[config.mk]
export PLATFORM = sky130hd
export DESIGN_NAME = fetch_sequencer_flat
export DESIGN_NICKNAME = d
export VERILOG_FILES = /design/src/rtl/cpu_pkg.sv /design/src/rtl/fetch_sequencer_if.sv /design/src/rtl/fetch_sequencer_branch_resolve.sv /design/src/rtl/fetch_sequencer.sv /design/src/flat_wrapper.sv
export SDC_FILE = /design/constraint.sdc
export NUM_CORES = 1
export LEC_CHECK = 0
export BUFFER_PORTS_ARGS = -buffer_cell sky130_fd_sc_hd__buf_2
export CAP_MARGIN = 40
export CORE_MARGIN = 1.5
export CORE_UTILIZATION = 30
export DETAILED_ROUTE_END_ITERATION = 16
export GPL_ROUTABILITY_DRIVEN = 0
export SYNTH_ARGS = -nofsm -noshare
export SYNTH_HDL_FRONTEND = slang
export SYNTH_SLANG_ARGS = --single-unit
[constraint.sdc]
create_clock -name clk -period 10 [get_ports clk]
set_input_delay 1 -clock clk [delete_from_list [all_inputs] [get_ports clk]]
set_output_delay 1 -clock clk [all_outputs]
set_load 0.01 [all_outputs]
[src/rtl/cpu_pkg.sv]
// ---------------------------------------------------------------------------
// cpu_pkg : branch codes, fetch FSM encoding and reset PC shared by the CPU.
// Revision: 1.0 - initial release
// ---------------------------------------------------------------------------
`default_nettype none

package cpu_pkg;

  localparam logic [31:0] CPU_RESET_PC = 32'h0000_0000;

  // Branch codes as emitted by the decoder
  localparam logic [3:0] BR_NONE   = 4'd0;
  localparam logic [3:0] BR_JR     = 4'd1;
  localparam logic [3:0] BR_J      = 4'd2;
  localparam logic [3:0] BR_JAL    = 4'd3;
  localparam logic [3:0] BR_BAL    = 4'd4;
  localparam logic [3:0] BR_BGEZAL = 4'd5;
  localparam logic [3:0] BR_BLTZ   = 4'd6;
  localparam logic [3:0] BR_BGEZ   = 4'd7;
  localparam logic [3:0] BR_BLTZAL = 4'd8;
  localparam logic [3:0] BR_B      = 4'd9;
  localparam logic [3:0] BR_BEQ    = 4'd10;
  localparam logic [3:0] BR_BNE    = 4'd11;
  localparam logic [3:0] BR_BLEZ   = 4'd12;
  localparam logic [3:0] BR_BGTZ   = 4'd13;

  typedef enum logic [1:0] {
    ST_FETCH  = 2'd0,
    ST_DECODE = 2'd1,
    ST_EXEC   = 2'd2,
    ST_ERR    = 2'd3
  } fetch_state_t;

endpackage

`default_nettype wire

[src/rtl/fetch_sequencer_if.sv]
// ---------------------------------------------------------------------------
// fetch_sequencer_if : instruction-memory read handshake (req/addr, ack/data).
// Revision: 1.0 - initial release
// ---------------------------------------------------------------------------
`default_nettype none

interface fetch_sequencer_if;
  logic        req;
  logic [31:0] addr;
  logic        ack;
  logic [31:0] data;

  modport master (output req, output addr, input ack, input data);
  modport slave  (input req, input addr, output ack, output data);
endinterface

`default_nettype wire

[src/rtl/fetch_sequencer_branch_resolve.sv]
// ---------------------------------------------------------------------------
// branch_resolve : combinational next-PC selection from the decoder branch code.
// Revision: 1.0 - initial release
// ---------------------------------------------------------------------------
`default_nettype none

module branch_resolve
  import cpu_pkg::*;
(
  input  wire logic [3:0]  i_brOP,
  input  wire logic [31:0] i_rs_val,
  input  wire logic [31:0] i_rt_val,
  input  wire logic [31:0] i_pc,
  input  wire logic [25:0] i_instr,
  output logic      [31:0] o_next_pc,
  output logic             o_taken
);

  logic [31:0] w_pc4;
  logic [31:0] w_bt;
  logic [31:0] w_jt;
  logic        w_rs_neg;
  logic        w_rs_zero;
  logic        w_cond;

  assign w_pc4     = i_pc + 32'd4;
  assign w_bt      = w_pc4 + {{14{i_instr[15]}}, i_instr[15:0], 2'b00};
  assign w_jt      = {w_pc4[31:28], i_instr, 2'b00};
  assign w_rs_neg  = i_rs_val[31];
  assign w_rs_zero = (i_rs_val == 32'd0);

  always_comb begin
    w_cond = 1'b0;
    case (i_brOP)
      BR_BAL, BR_B:          w_cond = 1'b1;
      BR_BGEZAL, BR_BGEZ:    w_cond = ~w_rs_neg;
      BR_BLTZ, BR_BLTZAL:    w_cond = w_rs_neg;
      BR_BEQ:                w_cond = (i_rs_val == i_rt_val);
      BR_BNE:                w_cond = (i_rs_val != i_rt_val);
      BR_BLEZ:               w_cond = w_rs_neg | w_rs_zero;
      BR_BGTZ:               w_cond = ~w_rs_neg & ~w_rs_zero;
      default:               w_cond = 1'b0;
    endcase
  end

  always_comb begin
    o_taken   = w_cond;
    o_next_pc = w_cond ? w_bt : w_pc4;
    case (i_brOP)
      BR_JR: begin
        o_taken   = 1'b1;
        o_next_pc = i_rs_val;
      end
      BR_J, BR_JAL: begin
        o_taken   = 1'b1;
        o_next_pc = w_jt;
      end
      default: ;
    endcase
  end

endmodule

`default_nettype wire

[src/rtl/fetch_sequencer.sv]
// ---------------------------------------------------------------------------
// fetch_sequencer : PC owner, imem fetch FSM and branch resolution.
// Optional taken-redirect counter enabled by FETCH_BRANCH_STATS_EN. Rev 1.0
// ---------------------------------------------------------------------------
`default_nettype none

module fetch_sequencer
  import cpu_pkg::*;
#(
  parameter logic [31:0] RESET_PC = CPU_RESET_PC,
  parameter int          ADDR_W   = 32
)(
  input  wire logic              clk,
  input  wire logic              rst,
  fetch_sequencer_if.master      imem,
  output logic [31:0]            o_instr,
  output logic [5:0]             o_opcode,
  output logic [5:0]             o_funct,
  output logic [4:0]             o_rs,
  output logic [4:0]             o_rt,
  output logic                   o_instr_valid,
  output logic [ADDR_W-1:0]      o_pc,
  output logic [ADDR_W-1:0]      o_link,
  input  wire logic              i_exec_done,
  input  wire logic [3:0]        i_brOP,
  input  wire logic [31:0]       i_rs_val,
  input  wire logic [31:0]       i_rt_val,
  output logic                   o_fetch_err,
  output logic [31:0]            o_br_taken_cnt
);

  fetch_state_t      r_state;
  logic [ADDR_W-1:0] r_pc;
  logic [31:0]       r_instr;
  logic              r_valid;
  logic              r_err;
  logic [31:0]       w_next_pc;
  logic              w_taken;
  logic              w_misal;

  branch_resolve u_branch_resolve (
    .i_brOP    (i_brOP),
    .i_rs_val  (i_rs_val),
    .i_rt_val  (i_rt_val),
    .i_pc      (r_pc),
    .i_instr   (r_instr[25:0]),
    .o_next_pc (w_next_pc),
    .o_taken   (w_taken)
  );

  // Only a taken redirect can produce a misaligned target
  assign w_misal = w_taken & (w_next_pc[1:0] != 2'b00);

  always_ff @(posedge clk or posedge rst) begin
    if (rst) begin
      r_state <= ST_FETCH;
      r_pc    <= RESET_PC;
      r_instr <= '0;
      r_valid <= 1'b0;
      r_err   <= 1'b0;
    end else begin
      r_valid <= 1'b0;
      case (r_state)
        ST_FETCH: begin
          if (imem.ack) begin
            r_instr <= imem.data;
            r_valid <= 1'b1;
            r_state <= ST_DECODE;
          end
        end
        ST_DECODE: r_state <= ST_EXEC;
        ST_EXEC: begin
          if (i_exec_done) begin
            if (w_misal) begin
              r_err   <= 1'b1;
              r_state <= ST_ERR;
            end else begin
              r_pc    <= w_next_pc;
              r_state <= ST_FETCH;
            end
          end
        end
        ST_ERR: ;
        default: r_state <= ST_ERR;
      endcase
    end
  end

  // Request gated by rst so it drops the instant reset asserts
  assign imem.req      = (r_state == ST_FETCH) & ~rst;
  assign imem.addr     = r_pc;
  assign o_instr       = r_instr;
  assign o_opcode      = r_instr[31:26];
  assign o_funct       = r_instr[5:0];
  assign o_rs          = r_instr[25:21];
  assign o_rt          = r_instr[20:16];
  assign o_instr_valid = r_valid;
  assign o_pc          = r_pc;
  assign o_link        = r_pc + 32'd4;
  assign o_fetch_err   = r_err;

`ifdef FETCH_BRANCH_STATS_EN
  logic [31:0] r_br_cnt;

  always_ff @(posedge clk or posedge rst) begin
    if (rst) begin
      r_br_cnt <= '0;
    end else if ((r_state == ST_EXEC) && i_exec_done && !w_misal &&
                 (w_next_pc != (r_pc + 32'd4))) begin
      r_br_cnt <= r_br_cnt + 32'd1;
    end
  end

  assign o_br_taken_cnt = r_br_cnt;
`else
  assign o_br_taken_cnt = '0;
`endif

endmodule

`default_nettype wire
[src/flat_wrapper.sv]
// flat-port wrapper written by rule: the top's interface ports become plain ports
module fetch_sequencer_flat import cpu_pkg::*;
#(
  parameter logic [31:0] RESET_PC = CPU_RESET_PC,
  parameter int          ADDR_W   = 32
)
  (clk, rst, o_instr, o_opcode, o_funct, o_rs, o_rt, o_instr_valid, o_pc, o_link, i_exec_done, i_brOP, i_rs_val, i_rt_val, o_fetch_err, o_br_taken_cnt, imem_req, imem_addr, imem_ack, imem_data);
  fetch_sequencer_if imem_i ();
  input  wire logic clk;
  input  wire logic rst;
  output logic [31:0] o_instr;
  output logic [5:0] o_opcode;
  output logic [5:0] o_funct;
  output logic [4:0] o_rs;
  output logic [4:0] o_rt;
  output logic o_instr_valid;
  output logic [ADDR_W-1:0] o_pc;
  output logic [ADDR_W-1:0] o_link;
  input  wire logic i_exec_done;
  input  wire logic [3:0] i_brOP;
  input  wire logic [31:0] i_rs_val;
  input  wire logic [31:0] i_rt_val;
  output logic o_fetch_err;
  output logic [31:0] o_br_taken_cnt;
  output wire logic [$bits(imem_i.req)-1:0] imem_req;
  output wire logic [$bits(imem_i.addr)-1:0] imem_addr;
  input wire logic [$bits(imem_i.ack)-1:0] imem_ack;
  input wire logic [$bits(imem_i.data)-1:0] imem_data;
  assign imem_req = imem_i.req;
  assign imem_addr = imem_i.addr;
  assign imem_i.ack = imem_ack;
  assign imem_i.data = imem_data;
  fetch_sequencer #(.RESET_PC(RESET_PC), .ADDR_W(ADDR_W)) u_core (.clk(clk), .rst(rst), .imem(imem_i), .o_instr(o_instr), .o_opcode(o_opcode), .o_funct(o_funct), .o_rs(o_rs), .o_rt(o_rt), .o_instr_valid(o_instr_valid), .o_pc(o_pc), .o_link(o_link), .i_exec_done(i_exec_done), .i_brOP(i_brOP), .i_rs_val(i_rs_val), .i_rt_val(i_rt_val), .o_fetch_err(o_fetch_err), .o_br_taken_cnt(o_br_taken_cnt));
endmodule
==> flow_metrics.py, run 1 <==
metrics = {
    "status": {
        "outcome": "finished, final reports clean",
    },
    "floorplan": {
        "start_util": 0.307,
        "boundaryPins": 289,
        "die_w_um": 152,
        "coreArea_sq_mm": 0.0218,
        "die_h_um": 152,
        "die_area_sq_mm": 0.0232,
        "rows": 54,
    },
    "cts": {
        "numCtsBuffers": 9,
        "htree_levels": 3,
        "post_cts.repair.setup_buffers": 0,
        "cts_max_path_buffers": 2,
        "cts.sinks": 68,
        "root_buffer": "clkbuf_16",
        "cts_tree": "done",
        "clk_latency_ps": 350,
        "clkTransAtPathRegs_ps": 60,
        "hold_buffers": 0,
        "cts_resized": 0,
    },
    "synth": {
        "netlist_instances": 767,
        "yosysWarnings": 0,
        "netlist.area_leader.share": 0.254,
        "synth_edf_count": 0,
        "ys_top_cells_by_area": "dfrtp_1 25%, buf_4 10%, ha_1 7.1%",
        "async_flop_share": 1.00,
        "yosysTopAreaCell": "dfrtp_1",
        "synth.distinct_cells": 67,
        "synth.cell_area_sq_mm": 0.00669,
        "seq_area_frac_synth": 0.254,
        "avgSynthCellArea_sq_um": 8.72,
        "ys.flop_type": "dfrtp_1",
        "synth-seq-cells": 68,
    },
    "power_and_ir_drop": {
        "power.density_mw_per_mm2": 384,
        "comb_power_share": 0.683,
        "peakVddDrop_mv": 0.163,
        "seq_power_share": 0.202,
        "p_leak_uw": 0.00385,
        "power_switching_uw": 1560,
        "switching_share": 0.504,
        "internal_power_uw": 1540,
        "p_clk_frac": 0.115,
    },
    "grt": {
        "grt_max_degree": 36,
        "overflow": 0,
        "grt_pass1_wl_um": 38000,
        "antenna_found_initial": 0,
        "grt_usage": 0.212,
        "grt_pass1_vias": 6225,
    },
    "setup_path": {
        "worstPathMaxFanout": 7,
        "critPathKind": "reg -> reg",
        "critical_path.max_stage_delay_ps": 540,
        "worstPathArrival_ps": 5160,
        "critPathCaptureType": "flip-flop",
        "crit_required_ps": 10270,
        "path_cells": "ha_1 -> inv_1 -> or2_1 -> or3_1 -> nor3_2 -> nand3_1 -> xnor2_1 -> ha_1 -> a21oi_1 -> o21ai_1 -> a211oi_2 -> nor2_1 -> or4_4 -> and3_1 -> or4_1 -> a31oi_1",
        "crit_top_cell": "ha_1",
        "crit_path_top_delay_cell": "or4_4",
        "start_kind": "flip-flop",
    },
    "cells_and_area": {
        "area_delta_synth_final_pct": 20.8,
        "diodes": 0,
        "drive_gt1_frac": 0.343,
        "nNetsFinal": 1104,
    },
    "route": {
        "ant_nets": 0,
        "drc": 0,
        "post_drt_wl_per_cell_um": 20.1,
        "drtIter0Drc": 592,
        "drt-total-wl_um": 25000,
        "via_per_inst": 5.33,
        "vias": 6637,
        "firstDrtPassIters": 8,
    },
    "timing": {
        "min_period_ps": 4890,
        "setup_viol": 0,
        "fin_skew_ps": 5.10,
        "worst_pin_slew_ps": 858,
        "clock.fmax_mhz": 204,
        "drv_slew": 0,
        "setup_ws_ps": 5110,
        "fin_setup_tns_ps": 0,
        "rsz0062_at_grt": "false",
        "final_hold_viol_count": 0,
        "relSlewSlack": 0.423,
        "period_share": 0.489,
    },
    "hold_path": {
        "min_path_type": "reg -> reg",
    },
    "placed_design": {
        "portBuffers": 256,
        "preCtsSetupSlack_ps": 5180,
        "dpl.hpwl_um": 20000,
    },
    "flow_run": {
        "maxCapViolations": 0,
    },
}
-- state kept, by name, summed over array words and instances (netlist names) --
signal                cells
u_core.o_instr_valid      1
u_core.r_state            2
u_core.imem.addr         32
u_core.o_fetch_err        1
u_core.o_instr           32
-- cell families (layout without fill, tap and decap cells) --
logic type / Yosys count / in the layout / share of synthesized area
adders and majority gates: 39 / 39 / 0.0740
xor gates and xnor gates: 83 / 83 / 0.109
and+or+nand+nor: 209 / 209 / 0.161
AOI/OAI and AO/OA: 187 / 187 / 0.197
muxes: 46 / 46 / 0.0765
DFF: 68 / 68 / 0.254
buffers and inverters: 134 / 302 / 0.128
other: 1 / 32 / 0.000560
-- cell usage after synthesis (3+ instances only) --
master / number
buf_4: 90
dfrtp_1: 68
nand2_1: 62
xor2_1: 49
nor2_1: 43
ha_1: 38
a21oi_1: 37
xnor2_1: 34
mux2_2: 32
nand3_1: 20
inv_1: 19
nor4_1: 17
a222oi_1: 16
a31oi_1: 16
o21ai_0: 16
o21ai_1: 14
clkbuf_1: 13
a21o_1: 12
nand4_1: 12
o211ai_1: 10
a22oi_1: 9
and3_1: 9
mux2_1: 9
buf_2: 8
a211oi_1: 7
a221oi_1: 7
and4_1: 7
o21a_1: 7
nor3_1: 6
and2_1: 5
mux2i_1: 5
nor2b_1: 5
nand2b_1: 4
o221ai_1: 4
o22ai_1: 4
o31ai_1: 4
buf_1: 3
o21bai_1: 3
or3_1: 3
or4_1: 3
-- worst max-delay path, delay by kind of cell, from the launching register on --
kind,cells,cell delay [ps]
AOI/OAI and AO/OA,4,830
adders and majority gates,2,600
xor gates and xnor gates,1,310
DFF,1,440
and+or+nand+nor,8,2580
buffers and inverters,1,50
-- stage by stage --
step,instances,hold slack [ps],cell area (sq um),total power [uW],util
final,1246,477,8090,3110,0.370
after global routing,1246,497,8090,3360,0.370
after CTS,1246,475,8090,3100,0.370
after detailed placement,1230,462,7770,2720,0.356
after global placement,1227,452,7730,2710,0.354
after floorplan,798,503,6810,2160,-
-- per-layer routing --
metal,wire [um],GRT usage,up-vias
li1,-,-,3109
met1,10800,0.279,3160
met2,11600,0.342,331
met3,2020,0.0472,37
met4,626,0.0730,0
met5,0,0,-
-- path summary, 6_finish.rpt --
kind / start / endpoint / slack, ps / depth (start not counted)
worst max-delay path: u_core.imem.addr[2] / u_core.imem.addr[31] / 5110 / 16
max in group asynchronous: rst / u_core.imem.addr[12] / 8680 / 4
worst min-delay path: u_core.o_fetch_err / u_core.o_fetch_err / 480 / 1
min in group asynchronous: rst / u_core.o_instr[23] / 750 / 3
worst min register to register: u_core.o_fetch_err / u_core.o_fetch_err / 480 / 1
worst max register to register: u_core.imem.addr[2] / u_core.imem.addr[31] / 5110 / 16
-- power by group through the flow --
| stage | Combinational (uW) | Clock [uW] | Sequential, uW |
|---|---|---|---|
| after floorplan | 1540 | 0 | 625 |
| after global placement | 2090 | 0 | 627 |
| after detailed placement | 2100 | 0 | 630 |
| after CTS | 2110 | 365 | 627 |
| after global routing | 2330 | 375 | 653 |
| final | 2120 | 357 | 627 |
-- layout make-up --
type / count / area (sq um)
Clock buffer: 11 / 233
Sequential cell: 68 / 1700
Inverter: 19 / 71.3
Timing Repair Buffer: 267 / 1380
Fill cell: 2287 / 13700
Clock inverter: 5 / 86.3
Tap cell: 280 / 350
Multi-Input combinational cell: 596 / 4260
-- cell usage in the layout, fill, tap and decap left out, types with 6 or more instances in the layout --
cell,count
nor3_1,6
o211ai_1,10
buf_2,256
nor2_1,43
inv_1,18
ha_1,38
xnor2_1,34
nor4_1,17
and4_1,7
nand3_1,20
a21oi_1,37
nand4_1,12
o21ai_1,13
conb_1,32
a222oi_1,16
nand2_1,61
o21a_1,7
a22oi_1,9
xor2_1,49
mux2_1,9
clkbuf_16,9
o21ai_0,16
a31oi_1,16
a221oi_1,7
and3_1,9
mux2_2,32
buf_4,9
a211oi_1,7
a21o_1,12
dfrtp_1,68
No activity file was read; power rests on OpenSTA's default activity.
==> run 2: changes to the inputs <==
==> constraint.sdc (replaced) <==
create_clock -name clk -period 5 [get_ports clk]
set_input_delay 0.5 -clock clk [delete_from_list [all_inputs] [get_ports clk]]
set_output_delay 0.5 -clock clk [all_outputs]
set_load 0.01 [all_outputs]
==> flow_metrics.py, run 2 (synthesis results as in run 1) <==
metrics = {
    "status": {
        "outcome": "finished, final reports clean",
    },
    "timing": {
        "period_share": 0.926,
        "drv_slew": 0,
        "min_period_ps": 4630,
        "worst_pin_slew_ps": 843,
        "rsz0062_at_grt": "false",
        "setup_viol": 0,
        "fin_skew_ps": 5.83,
        "fin_setup_tns_ps": 0,
        "final_hold_viol_count": 0,
        "relSlewSlack": 0.436,
        "clock.fmax_mhz": 216,
    },
    "route": {
        "post_drt_wl_per_cell_um": 20.0,
        "firstDrtPassIters": 6,
        "vias": 6626,
        "drt-total-wl_um": 25000,
        "drc": 0,
        "drtIter0Drc": 492,
        "via_per_inst": 5.30,
        "ant_nets": 0,
    },
    "placed_design": {
        "dpl.hpwl_um": 20100,
        "place_area_sq_mm": 0.00780,
        "place_inst": 1235,
        "portBuffers": 256,
    },
    "cts": {
        "numCtsBuffers": 9,
        "clk_latency_ps": 350,
        "hold_buffers": 0,
        "htree_levels": 3,
        "cts.sinks": 68,
        "post_cts.repair.setup_buffers": 0,
        "cts_max_path_buffers": 2,
        "clkTransAtPathRegs_ps": 60,
        "cts_resized": 0,
        "root_buffer": "clkbuf_16",
        "cts_tree": "done",
    },
    "cells_and_area": {
        "final_common_cell": "buf_2",
        "drive_gt1_frac": 0.345,
        "final_cell_mix": "256 x buf_2, 68 x dfrtp_1, 61 x nand2_1",
        "area_delta_synth_final_pct": 21.3,
        "nNetsFinal": 1109,
        "diodes": 0,
        "final_cells": 1250,
        "design_area_sq_mm": 0.00812,
        "final_util": 0.372,
    },
    "setup_path": {
        "crit_required_ps": 5270,
        "worstPathMaxFanout": 7,
        "worstPathArrival_ps": 4890,
        "start_kind": "flip-flop",
        "critPathKind": "reg -> reg",
        "reg2regPathDepth": 16,
        "critPathCaptureType": "flip-flop",
    },
    "floorplan": {
        "die_area_sq_mm": 0.0232,
        "rows": 54,
        "coreArea_sq_mm": 0.0218,
        "die_w_um": 152,
        "die_h_um": 152,
        "boundaryPins": 289,
        "start_util": 0.307,
    },
    "flow_run": {
        "maxCapViolations": 0,
    },
    "grt": {
        "overflow": 0,
        "grt_pass1_vias": 6348,
        "antenna_found_initial": 0,
        "grt_max_degree": 36,
        "grt_pass1_wl_um": 38400,
        "grt_usage": 0.213,
    },
    "power_and_ir_drop": {
        "p_leak_uw": 0.00387,
        "power.total_uw": 6240,
        "power.density_mw_per_mm2": 769,
        "peakVddDrop_mv": 0.321,
    },
    "hold_path": {
        "min_path_type": "in -> async",
    },
}
run 2: changes by cell type in the layout (fill, tap and decap cells not counted), sizes merged:
cell	delta
buf	+6
clkinvlp	+1
clkinv	-1
clkbuf	-1
clkdlybuf4s15	-1
run 2: final timing paths:
path | startpoint | to | slack (ps)
min | rst | u_core.o_instr[21] | 320
max reg2reg | u_core.imem.addr[2] | u_core.imem.addr[31] | 370
min in group clk | imem_data[19] | u_core.o_instr[19] | 380
min reg2reg | u_core.o_fetch_err | u_core.o_fetch_err | 490
max in group asynchronous | rst | u_core.imem.addr[13] | 3670
max | u_core.imem.addr[2] | u_core.imem.addr[31] | 370
run 2: critical path, cell delays in order, from the launching register on:
cell,delay (ps)
dfrtp_1,440
ha_1,260
inv_1,50
or2_1,290
or3_1,420
nor3_4,260
nand3_1,130
xnor2_1,240
ha_1,330
a21oi_1,250
o21ai_1,150
a211oi_2,230
nor2_1,80
or4_4,540
and3_1,190
or4_1,480
a31oi_1,200
run 2: metal layers:
layer / part of all wire / global-route usage / up-vias
met5: 0 / 0 / -
met4: 0.017 / 0.0689 / 0
met3: 0.072 / 0.0356 / 27
met2: 0.47 / 0.354 / 330
met1: 0.44 / 0.281 / 3154
li1: - / - / 3115
run 2: cell type report:
cell class                      count  area (sq um)
Clock buffer                       10           229
Clock inverter                      5          77.6
Fill cell                        2293         13700
Inverter                           19          71.3
Multi-Input combinational cell    596          4270
Sequential cell                    68          1700
Tap cell                          280           350
Timing Repair Buffer              272          1420
run 2: where the power goes:
| group | total (uW) | leakage [uW] | internal [uW] | switching [uW] |
|---|---|---|---|---|
| combinational | 4320 | 0.00291 | 1870 | 2450 |
| clock | 698 | 0.000148 | 432 | 265 |
| sequential | 1230 | 0.000811 | 814 | 414 |
run 2: per-stage QoR:
stage	setup WS [ps]	hold WS (ps)
floorplan	508	503
global placement	516	447
detailed placement	371	468
CTS	352	337
global route	68.4	371
finish	372	318
==> run 3: changes to the inputs <==
--- a/config.mk
+++ b/config.mk
@@ -11,6 +11,8 @@
 export CORE_UTILIZATION = 30
 export DETAILED_ROUTE_END_ITERATION = 16
 export GPL_ROUTABILITY_DRIVEN = 0
+export GPL_TIMING_DRIVEN = 0
+export SLEW_MARGIN = 0
 export SYNTH_ARGS = -nofsm -noshare
 export SYNTH_HDL_FRONTEND = slang
 export SYNTH_SLANG_ARGS = --single-unit
==> flow_metrics.py, run 3 (synthesis results as in run 1) <==
metrics = {
    "status": {
        "outcome": "finished, final reports clean",
    },
    "floorplan": {
        "die_h_um": 152,
        "die_area_sq_mm": 0.0232,
        "start_util": 0.307,
        "boundaryPins": 289,
        "die_w_um": 152,
        "rows": 54,
        "coreArea_sq_mm": 0.0218,
    },
    "placed_design": {
        "place_area_sq_mm": 0.00849,
        "preCtsSetupSlack_ps": -342,
        "dpl.hpwl_um": 21500,
        "portBuffers": 253,
    },
    "power_and_ir_drop": {
        "seq_power_share": 0.200,
        "internal_power_uw": 3270,
        "power_switching_uw": 3220,
        "p_leak_uw": 0.00433,
        "switching_share": 0.496,
        "power.total_uw": 6490,
        "p_clk_frac": 0.093,
        "peakVddDrop_mv": 0.281,
        "power.density_mw_per_mm2": 736,
        "comb_power_share": 0.707,
    },
    "route": {
        "ant_nets": 0,
        "drtIter0Drc": 679,
        "drc": 0,
        "firstDrtPassIters": 6,
        "via_per_inst": 5.23,
        "vias": 7057,
        "post_drt_wl_per_cell_um": 19.5,
        "drt-total-wl_um": 26300,
    },
    "cts": {
        "root_buffer": "clkbuf_16",
        "htree_levels": 3,
        "numCtsBuffers": 9,
        "clk_latency_ps": 350,
        "cts.sinks": 68,
        "clkTransAtPathRegs_ps": 60,
        "cts_max_path_buffers": 2,
        "cts_tree": "done",
        "hold_buffers": 0,
    },
    "setup_path": {
        "start_kind": "flip-flop",
        "crit_top_cell": "ha_1",
        "crit_path_top_delay_cell": "or4_4",
        "crit_required_ps": 5270,
        "r2r_setup_slack_ps": 220,
        "worstPathArrival_ps": 5050,
        "r2r-start": "u_core.imem.addr[2]",
        "r2r-end": "u_core.imem.addr[31]",
        "cp.depth": 16,
        "worstPathMaxFanout": 7,
        "critPathKind": "reg -> reg",
        "critPathCaptureType": "flip-flop",
        "path_cells": "ha_1 -> inv_1 -> or2_1 -> or3_4 -> nor3_4 -> nand3_1 -> xnor2_4 -> ha_1 -> a21oi_2 -> o21ai_1 -> a211oi_2 -> nor2_1 -> or4_4 -> and3_1 -> or4_1 -> a31oi_1",
        "reg2regPathDepth": 16,
        "cpLargestDelayFamily": "simple AND/OR/NAND/NOR gates",
        "crit_buf_inv": 1,
        "critical_path.max_stage_delay_ps": 530,
    },
    "grt": {
        "antenna_found_initial": 1,
        "grtUsageMet3": 0.0407,
        "grt_max_degree": 35,
        "grt_pass1_vias": 6590,
        "grt_pass1_wl_um": 40000,
        "top_usage_layer": "met2",
        "overflow": 0,
        "met1_usage": 0.295,
        "use_met2": 0.358,
        "grt_usage": 0.223,
    },
    "timing": {
        "drv_slew": 0,
        "relSlewSlack": 0.407,
        "worst_pin_slew_ps": 884,
        "whs_ps": 198,
        "final_hold_viol_count": 0,
        "fin_setup_tns_ps": 0,
        "period_share": 0.956,
        "fin_skew_ps": 8.93,
        "setup_ws_ps": 221,
        "min_period_ps": 4780,
        "clock.fmax_mhz": 209,
        "setup_viol": 0,
    },
    "cells_and_area": {
        "area_delta_synth_final_pct": 31.8,
        "design_area_sq_mm": 0.00882,
        "diodes": 0,
        "final_common_cell": "buf_2",
        "drive_gt1_frac": 0.399,
        "nNetsFinal": 1210,
        "fill_cells": 2253,
        "final_cell_mix": "261 x buf_2, 93 x buf_4, 65 x dfrtp_1",
    },
    "hold_path": {
        "min_path_type": "in -> async",
    },
    "flow_run": {
        "maxCapViolations": 0,
    },
}
==> run 3: power groups by stage <==
stage	clock network, uW	registers, uW	logic [uW]
after floorplan	0	1250	3080
after global placement	0	1300	4450
after detailed placement	0	1300	4500
after CTS	612	1300	4530
after global routing	636	1360	5010
final	603	1300	4580
==> run 3: worst max path at each step <==
stage	start	to	slack [ps]
floorplan	u_core.imem.addr[2]	u_core.imem.addr[31]	510
global placement	u_core.imem.addr[2]	u_core.imem.addr[31]	-340
global route	u_core.imem.addr[2]	u_core.imem.addr[31]	-10
finish	u_core.imem.addr[2]	u_core.imem.addr[31]	220
detailed placement	u_core.imem.addr[2]	u_core.imem.addr[31]	-340
CTS	u_core.imem.addr[2]	u_core.imem.addr[31]	60
==> run 3: layout make-up <==
type	count	area [sq um]	area share
Buffer	114	783	0.0888
Clock buffer	11	253	0.0287
Clock inverter	2	12.5	0.00142
Inverter	19	73.8	0.00837
Multi-Input combinational cell	596	4300	0.488
Sequential cell	68	1710	0.193
Tap cell	280	350	0.0397
Timing Repair Buffer	259	1340	0.152
==> run 3: metrics by stage <==
| stage | utilization | cells |
|---|---|---|
| after global placement | 0.386 | 1331 |
| after global routing | 0.404 | 1349 |
| final | 0.404 | 1349 |
| after detailed placement | 0.389 | 1335 |
| after CTS | 0.403 | 1348 |
| after floorplan | - | 798 |
==> run 3: tightest hold or removal path, stage by stage <==
cell	delay (ps)
buf_2	120
inv_4	70
buf_12	210
==> run 3: metal layers <==
metal	vias up	routed length, um
met1	3328	11200
met5	-	13
met3	48	2170
met2	359	12100
li1	3320	-
met4	2	829
==> run 3: what timing repair did <==
item / 4_1_cts / 5_1_grt
setup endpoints to repair: 1 / 2
resized for setup: 7 / 3
endpoints found under the hold margin: 0 / 0
buffers inserted: 1 / 1
pin swaps: 1 / 2
